## config.mk

```make
export PLATFORM = sky130hd
export DESIGN_NAME = slicer_offset_cal
export DESIGN_NICKNAME = d
export VERILOG_FILES = /design/src/rtl/slicer_offset_cal.sv
export SDC_FILE = /design/constraint.sdc
export NUM_CORES = 1
export LEC_CHECK = 0
export CAP_MARGIN = 10
export CORE_UTILIZATION = 42
export DETAILED_ROUTE_END_ITERATION = 12
export PLACE_DENSITY_LB_ADDON = 0.1
export SETUP_SLACK_MARGIN = 0.02
export SLEW_MARGIN = 20
export SYNTH_ARGS = -nofsm -noshare
export SYNTH_HDL_FRONTEND = slang
export SYNTH_SLANG_ARGS = --single-unit
```

## constraint.sdc

```tcl
create_clock -name clk -period 3.4 [get_ports clk]
set_input_delay 0.68 -clock clk [delete_from_list [all_inputs] [get_ports clk]]
set_output_delay 0.68 -clock clk [all_outputs]
set_load 0.005 [all_outputs]
```

## src/rtl/slicer_offset_cal.sv

```systemverilog
// -----------------------------------------------------------------------------
// slicer_offset_cal
//
// Offset calibration controller for the comparator slicer. While the slicer
// input is shorted to common mode, a successive-approximation search walks
// the reference DAC code from MSB to LSB. For each trial code it waits for
// the DAC to settle, then counts slicer ones over a fixed window. A bit is
// kept only when ones are a strict majority. The final code is held on
// ref_code, and a manual override can replace it while the block is idle.
//
// Ports
//   clk        system clock, rising edge
//   rst        synchronous active-high reset
//   start      level request; a calibration is launched from IDLE
//   slice_out  slicer decision (1 = input above reference)
//   man_en     manual override enable, honoured in IDLE/DONE only
//   man_code   manual reference code
//   ref_code   reference DAC code (registered)
//   busy       high for every SETTLE/COUNT/DECIDE cycle
//   done       one-cycle pulse in the DONE cycle
//   cal_fail   result hit a rail; sticky until the next accepted start
// -----------------------------------------------------------------------------
module slicer_offset_cal #(
  parameter int CODE_W     = 6,
  parameter int WIN_LEN    = 64,
  parameter int SETTLE_CYC = 4
) (
  input  logic              clk,
  input  logic              rst,
  input  logic              start,
  input  logic              slice_out,
  input  logic              man_en,
  input  logic [CODE_W-1:0] man_code,
  output logic [CODE_W-1:0] ref_code,
  output logic              busy,
  output logic              done,
  output logic              cal_fail
);

  localparam int CNT_W = $clog2(WIN_LEN + 1);
  localparam int CYC_W = $clog2(WIN_LEN + SETTLE_CYC + 1);
  localparam int IDX_W = (CODE_W > 1) ? $clog2(CODE_W) : 1;

  localparam logic [CODE_W-1:0] MID      = CODE_W'(1) << (CODE_W - 1);
  localparam logic [CNT_W-1:0]  HALF_WIN = CNT_W'(WIN_LEN / 2);
  localparam logic [CYC_W-1:0]  SET_LAST = CYC_W'(SETTLE_CYC - 1);
  localparam logic [CYC_W-1:0]  WIN_LAST = CYC_W'(WIN_LEN - 1);

  typedef enum logic [2:0] {
    S_IDLE,
    S_SETTLE,
    S_COUNT,
    S_DECIDE,
    S_DONE
  } state_t;

  state_t            state_q,    state_d;
  logic              start_q,    start_d;
  logic [CODE_W-1:0] trial_q,    trial_d;
  logic [CODE_W-1:0] cal_reg_q,  cal_reg_d;
  logic [IDX_W-1:0]  bit_idx_q,  bit_idx_d;
  logic [CNT_W-1:0]  ones_cnt_q, ones_cnt_d;
  logic [CYC_W-1:0]  cyc_cnt_q,  cyc_cnt_d;
  logic [CODE_W-1:0] ref_code_q, ref_code_d;
  logic              busy_q,     busy_d;
  logic              done_q,     done_d;
  logic              cal_fail_q, cal_fail_d;

  logic [CODE_W-1:0] bit_mask;
  logic              next_busy;

  // One-hot mask of the bit currently under test.
  assign bit_mask = CODE_W'(1) << bit_idx_q;

  always_comb begin
    state_d    = state_q;
    // start is registered once; the FSM acts on the registered copy, which
    // is what places done one cycle after CODE_W full trials.
    start_d    = start;
    trial_d    = trial_q;
    cal_reg_d  = cal_reg_q;
    bit_idx_d  = bit_idx_q;
    ones_cnt_d = ones_cnt_q;
    cyc_cnt_d  = cyc_cnt_q;
    done_d     = 1'b0;
    cal_fail_d = cal_fail_q;

    case (state_q)
      S_IDLE: begin
        if (start_q) begin
          cal_fail_d = 1'b0;
          trial_d    = MID;
          bit_idx_d  = IDX_W'(CODE_W - 1);
          ones_cnt_d = '0;
          cyc_cnt_d  = '0;
          state_d    = S_SETTLE;
        end
      end
      S_SETTLE: begin
        if (cyc_cnt_q == SET_LAST) begin
          cyc_cnt_d = '0;
          state_d   = S_COUNT;
        end else begin
          cyc_cnt_d = cyc_cnt_q + 1'b1;
        end
      end
      S_COUNT: begin
        ones_cnt_d = ones_cnt_q + CNT_W'(slice_out);
        if (cyc_cnt_q == WIN_LAST) begin
          cyc_cnt_d = '0;
          state_d   = S_DECIDE;
        end else begin
          cyc_cnt_d = cyc_cnt_q + 1'b1;
        end
      end
      S_DECIDE: begin
        // Strict majority keeps the bit; an exact tie clears it.
        if (!(ones_cnt_q > HALF_WIN)) begin
          trial_d = trial_q & ~bit_mask;
        end
        if (bit_idx_q != '0) begin
          trial_d    = trial_d | (bit_mask >> 1);
          bit_idx_d  = bit_idx_q - 1'b1;
          ones_cnt_d = '0;
          state_d    = S_SETTLE;
        end else begin
          cal_reg_d  = trial_d;
          done_d     = 1'b1;
          cal_fail_d = (trial_d == '0) || (trial_d == '1);
          state_d    = S_DONE;
        end
      end
      S_DONE: begin
        state_d = S_IDLE;
      end
      default: begin
        state_d = S_IDLE;
      end
    endcase

    next_busy = (state_d == S_SETTLE) || (state_d == S_COUNT) ||
                (state_d == S_DECIDE);
    busy_d    = next_busy;

    // During a search the DAC follows the trial code, which only moves on
    // the edge into SETTLE. The override is looked at only when the FSM is
    // currently idle (or finishing), so it can never disturb a trial.
    if (next_busy) begin
      ref_code_d = trial_d;
    end else if (((state_q == S_IDLE) || (state_q == S_DONE)) && man_en) begin
      ref_code_d = man_code;
    end else begin
      ref_code_d = cal_reg_d;
    end
  end

  always_ff @(posedge clk) begin
    if (rst) begin
      state_q    <= S_IDLE;
      start_q    <= 1'b0;
      trial_q    <= MID;
      cal_reg_q  <= MID;
      bit_idx_q  <= '0;
      ones_cnt_q <= '0;
      cyc_cnt_q  <= '0;
      ref_code_q <= MID;
      busy_q     <= 1'b0;
      done_q     <= 1'b0;
      cal_fail_q <= 1'b0;
    end else begin
      state_q    <= state_d;
      start_q    <= start_d;
      trial_q    <= trial_d;
      cal_reg_q  <= cal_reg_d;
      bit_idx_q  <= bit_idx_d;
      ones_cnt_q <= ones_cnt_d;
      cyc_cnt_q  <= cyc_cnt_d;
      ref_code_q <= ref_code_d;
      busy_q     <= busy_d;
      done_q     <= done_d;
      cal_fail_q <= cal_fail_d;
    end
  end

  assign ref_code = ref_code_q;
  assign busy     = busy_q;
  assign done     = done_q;
  assign cal_fail = cal_fail_q;

endmodule

```

==> results of run 1 <==
==> worst reg2reg max path, delay by kind of cell, from the launching register on <==
kind / cells / cell delay, ps
and+or+nand+nor: 4 / 1410
DFF: 1 / 710
AOI/OAI and AO/OA: 1 / 100
==> power groups by stage <==
stage / clock network [uW] / registers [uW] / logic (uW)
after global routing: 515 / 516 / 118
after global placement: 0 / 525 / 106
after detailed placement: 0 / 525 / 106
final: 486 / 513 / 106
after CTS: 493 / 514 / 106
after floorplan: 0 / 519 / 72.3
==> cells by family (layout without fill, tap and decap cells) <==
kind of cell	Yosys count	in the layout	share of synthesized area
AOI/OAI and AO/OA	73	73	0.2158
xor gates and xnor gates	7	7	0.02697
adders and majority gates	8	8	0.04403
buffers and inverters	23	38	0.04513
DFF	42	42	0.3698
muxes	3	3	0.01321
and+or+nand+nor	121	121	0.2851
==> metal layers <==
layer | wire [um] | part of all wire | vias to the layer above | GRT usage
met3 | 185 | 0.036 | 4 | 0.05556
met2 | 2302 | 0.45 | 35 | 0.2927
met5 | 0 | 0 | - | 0
met4 | 60 | 0.012 | 0 | 0.06173
met1 | 2625 | 0.51 | 941 | 0.2848
li1 | - | - | 1020 | -
==> Yosys cell counts, drive strengths merged (3+ instances only) <==
master,instances
nor2,36
a21oi,22
nor4,4
inv,10
ha,8
a21o,5
nor3b,4
xnor2,6
o21ai,12
nand2b,7
a31oi,5
a211oi,6
nand3,13
dfxtp,42
clkbuf,4
nand3b,5
nor2b,7
nor3,13
mux2i,3
nand2,20
buf,9
or3b,3
==> through the flow <==
step                      power (uW)  hold slack (ps)
after global routing            1149            517.3
after floorplan                590.9            442.6
final                           1105            480.1
after detailed placement       631.2            467.5
after CTS                       1113            480.0
after global placement         631.5            461.5
==> layout make-up <==
cell class	instances	area, um2	share of cell area
multi-input combinational	212	1330	0.5055
sequential	42	840.8	0.3195
timing repair buffer	20	197.7	0.07513
tap	70	87.58	0.03329
clock buffer	5	68.82	0.02615
clock inverter	3	68.82	0.02615
inverter	10	37.54	0.01427
==> final timing paths <==
| kind | depth (start not counted) | endpoint | slack [ps] | start |
|---|---|---|---|---|
| setup reg to reg | 5 | cal_fail | 1110 | state_q[1] |
| hold / removal | 2 | cyc_cnt_q[1] | 480 | cyc_cnt_q[1] |
| setup / recovery | 5 | cal_fail | 1110 | state_q[1] |
| hold reg to reg | 2 | cyc_cnt_q[1] | 480 | cyc_cnt_q[1] |
==> cells in the final DEF (no fill, tap or decap), drive strengths merged, types with 3 or more instances in the layout <==
cell,netlist,routed
nor3b,4,4
nand2,20,20
a21o,5,5
xnor2,6,6
o21ai,12,12
nor3,13,13
clkbuf,4,5
or3b,3,3
ha,8,8
mux2i,3,3
a31oi,5,5
nand3,13,13
a211oi,6,6
dfxtp,42,42
clkdlybuf4s50,0,19
nand3b,5,5
a21oi,22,22
nand2b,7,7
nor2,36,36
nor4,4,4
inv,10,10
nor2b,7,7
==> sequential cells by signal, indices dropped and copies added (netlist names) <==
register	count
bit_idx_q	3
busy	1
cal_fail	1
cal_reg_q	6
cyc_cnt_q	7
done	1
ones_cnt_q	7
ref_code	6
start_q	1
state_q	3
trial_q	6
==> metrics, run 1 <==
Syn-to-layout area delta 15.74%; Cells after Synth roughly 280; Root Buffer clkbuf_8; minimum clock period roughly 2300 ps; GRT overflow 0; filler cell count 500; WS Path Type reg -> reg; CP arrival about 2500 ps; post-synthesis register bit count 42; Static Leak a little over 0.0009 uW; total CTS buffers 5; placed inst area 2494 um2; Clock Skew 10.96 ps; Synth area leader dfxtp_1; CTS Hold Buffers Added 0; crit path launch type register; Worst-Margin Slew 808.9 ps; CP bufs+invs 0; drt total wl 5173 um; top_reg_cell synth dfxtp_1; I/O Buffers 19; Combinational Power Share 0.096; Hold WC Path Type reg -> reg; share of cells above drive strength 1 0.07534; Diodes inserted 0; synth unique cells 58; number of vias per cell 5.525; crit-path cells nand3b_1 -> or3_4 -> nor3_1 -> nand4_1 -> o311ai_1; residual DRC count 0; post-CTS sizing 0; die area roughly 5700 um2; Synth top area share 0.3698; P_int 843.3 uW; post-CTS setup buffer count 0; setup ws final 1106 ps; boundary pin count 20; Core Util, Final 0.5087; Clock Sinks 42; Final Hold Fails 0; Final period util 0.6748; PwrDens 420.0 nW/um2; Placed Instances 354; largest net degree at the start of global routing 24; Final Instance Count excl. Fillers 362; H-tree depth 2; Total GRT Usage 0.1999; Initial Utilization 0.4395; Sum Neg Setup Slack 0 ps; worst vdd ir 0.0002505 V; pre-CTS WS 858.2 ps; Reg clk slew, reported paths 90 ps; CTS Buffer Depth 2; Final setup viols 0; via count 2000; Slew headroom 0.4600; element type at the critical path end register; RePlAce Congestion just over 0.9; Die Y 75.57 um; CTS tree done; fin nets 310; Post-synth EDFFs 0; switching share of power 0.2369; top cells by area, synth dfxtp_1 (37%), nor2_1 (5.8%), a21oi_1 (4.4%), ha_1 (4.4%), nand2_1 (3.3%); part of the power in registers 0.464; Top delay family on crit path simple AND/OR/NAND/NOR gates; Horiz. Die Dim 75.57 um; number of max-cap violations 0; slowest stage delay, CP between 700 and 800 ps; antenna violations before repair 0; standard-cell rows 26; core area 5172 um2; Final ANT Viol Nets 0; crit-path max FO 19; asr flop ratio synth 0; Critical Path RT 3620 ps; Critical-path top delay cell dfxtp_1; 1st-pass router iterations 4; clock network power share 0.440; HPWL Detailed 3713 um; register area share after synthesis 0.3698; Iter 0 DRT Violations 109; status completed; vias in the first global route 1724; Slew Limit Fails 0; clock latency on the worst-skew pair approximately 300 ps; Final Cell Area between 2000 and 3000 um2; Synth Warn # 0; Sw Pwr ~260 uW; synthesized cell area about 2300 um2; RSZ-0062 raised after global routing no; Syn Area/Cell ~8.2 um2; first-pass GRT wire length 8418 um; Synth Net Count 296; routed len/inst between 10 and 15 um; Fmax approximately 440 MHz
Power figures use the tool's default switching activity.
==> inputs of run 2 (changes only) <==
- clock period: 3.4 -> 2.2 ns (I/O delays scaled with it)
==> metrics, run 2 (synthesized netlist as in run 1, its figures left out) <==
status completed (unchanged); Hold Path Origin cyc_cnt_q[1] (unchanged); most frequent cells in the layout dfxtp_1 (42), nor2_1 (35), a21oi_1 (20), nand2_1 (20), clkdlybuf4s50_1 (19) (unchanged); Worst R2R Start bit_idx_q[0] (was state_q[1]); routed len/inst 14.25 um (was 14.29 um); element type at the critical path end register (unchanged); minimum clock period 1999 ps (was 2294 ps); RePlAce Congestion 0.8751 (was 0.9163); Sw Pwr 358.2 uW (was 261.9 uW); Die Y 75.57 um (unchanged); CP bufs+invs 1 (was 0); Core Util, Final 0.5145 (was 0.5087); number of max-cap violations 0 (unchanged); WS Path Type reg -> reg (unchanged); boundary pin count 20 (unchanged); Final period util 0.9085 (was 0.6748); Fmax 500.3 MHz (was 435.9 MHz); Top delay family on crit path simple AND/OR/NAND/NOR gates (unchanged); GRT overflow 0 (unchanged); Final Cell Area 2661 um2 (was 2631 um2); Final Hold Fails 0 (unchanged); core area 5172 um2 (unchanged); largest net degree at the start of global routing 36 (was 24); HPWL Detailed 3837 um (was 3713 um); Slew Limit Fails 0 (unchanged); number of vias per cell 5.377 (was 5.525); H-tree depth 2 (unchanged); Syn-to-layout area delta 17.06% (was 15.74%); RSZ-0062 raised after global routing no (unchanged); via count 1984 (was 2000); Diodes inserted 0 (unchanged); Static Leak 0.0009347 uW (was 0.0009092 uW); Clock Sinks 42 (unchanged); clock network power share 0.334 (was 0.440); Largest regs cyc_cnt_q x7, ones_cnt_q x7 (unchanged); CTS Buffer Depth 2 (unchanged); standard-cell rows 26 (unchanged); 1st-pass router iterations 4 (unchanged); drt total wl 5259 um (was 5173 um); Horiz. Die Dim 75.57 um (unchanged); P_int 1102 uW (was 843.3 uW); Critical Path RT 2390 ps (was 3620 ps); Final ANT Viol Nets 0 (unchanged); part of the power in registers 0.542 (was 0.464); post-CTS sizing 0 (unchanged); vias in the first global route 1751 (was 1724); Root Buffer clkbuf_8 (unchanged); Critical Path Source bit_idx_q[0] (was state_q[1]); clock latency on the worst-skew pair 290 ps (was 300 ps); residual DRC count 0 (unchanged); Final Instance Count excl. Fillers 369 (was 362); Placed Instances 363 (was 354); placed inst area 2574 um2 (was 2494 um2); first-pass GRT wire length 8562 um (was 8418 um); Critical-path top delay cell or3_4 (was dfxtp_1); total CTS buffers 5 (unchanged); CP arrival 2190 ps (was 2510 ps); Iter 0 DRT Violations 116 (was 109); switching share of power 0.2453 (was 0.2369); Slew headroom 0.6153 (was 0.4600); Clock Skew 4.200 ps (was 10.96 ps); CTS Hold Buffers Added 0 (unchanged); share of cells above drive strength 1 0.1003 (was 0.07534); Worst-Margin Slew 577.0 ps (was 808.9 ps); Final setup viols 0 (unchanged); post-CTS setup buffer count 0 (unchanged); crit-path max FO 8 (was 19); die area 5711 um2 (unchanged); I/O Buffers 19 (unchanged); crit path launch type register (unchanged); Combinational Power Share 0.124 (was 0.096); Reg clk slew, reported paths 70 ps (was 90 ps); CTS tree done (unchanged); Initial Utilization 0.4395 (unchanged); Hold WC Path Type reg -> reg (unchanged); crit-path cells inv_1 -> ha_1 -> nand2b_4 -> or3_4 -> a211o_1 -> o311ai_1 (was nand3b_1 -> or3_4 -> nor3_1 -> nand4_1 -> o311ai_1); most common cell after layout, fill and taps aside dfxtp_1 (unchanged); PwrDens 548.7 nW/um2 (was 420.0 nW/um2); worst vdd ir 0.0003347 V (was 0.0002505 V); Sum Neg Setup Slack 0 ps (unchanged); fin nets 319 (was 310); total power 1460 uW (was 1105 uW); Total GRT Usage 0.2016 (was 0.1999); slowest stage delay, CP 420 ps (was 710 ps); antenna violations before repair 0 (unchanged)
## run 2: changes by cell type in the layout (fill, tap and decap cells not counted), sizes merged
cell,previous run,this run
clkbuf,5,6
bufinv,2,0
buf,1,10
clkinv,1,0
## run 2: cell type report
| cell class | count | area [um2] |
|---|---|---|
| tap | 70 | 87.58 |
| clock buffer | 6 | 82.58 |
| multi-input combinational | 212 | 1335 |
| inverter | 10 | 37.54 |
| fill | 506 | 2511 |
| sequential | 42 | 840.8 |
| timing repair buffer | 29 | 277.8 |
## run 2: power groups by stage
stage | clock [uW] | combinational (uW) | sequential, uW
floorplan | 0 | 112 | 802
global route | 537 | 198 | 794
CTS | 509 | 181 | 791
global placement | 0 | 181 | 809
detailed placement | 0 | 180 | 809
finish | 488 | 181 | 792
## run 2: final timing paths
kind / to / slack (ps) / depth (start not counted)
max: cal_fail / 200 / 6
min: cyc_cnt_q[1] / 480 / 2
max reg2reg: cal_fail / 200 / 6
min reg2reg: cyc_cnt_q[1] / 480 / 2
## run 2: layer usage
| metal | up-vias | global-route usage | wire (um) |
|---|---|---|---|
| li1 | 1036 | - | - |
| met1 | 918 | 0.2840 | 2757 |
| met2 | 26 | 0.3046 | 2304 |
| met3 | 4 | 0.04101 | 144 |
| met4 | 0 | 0.07407 | 53 |
| met5 | - | 0 | 0 |
## run 2: worst min-delay path, delay by kind of cell (launching register included)
family	cells	cell delay, ps
AO/OA/AOI/OAI	1	50
flip-flops	1	330
AND/OR/NAND/NOR	1	60
## run 2: stage by stage
| step | setup WS, ps | hold WS (ps) |
|---|---|---|
| 6_report | 201.3 | 481.1 |
| 5_1_grt | 99.29 | 499.1 |
| 4_1_cts | 172.2 | 482.6 |
| 3_5_place_dp | 187.3 | 471.6 |
| 3_3_place_gp | 184.1 | 460.8 |
| 2_1_floorplan | 495.3 | 442.6 |
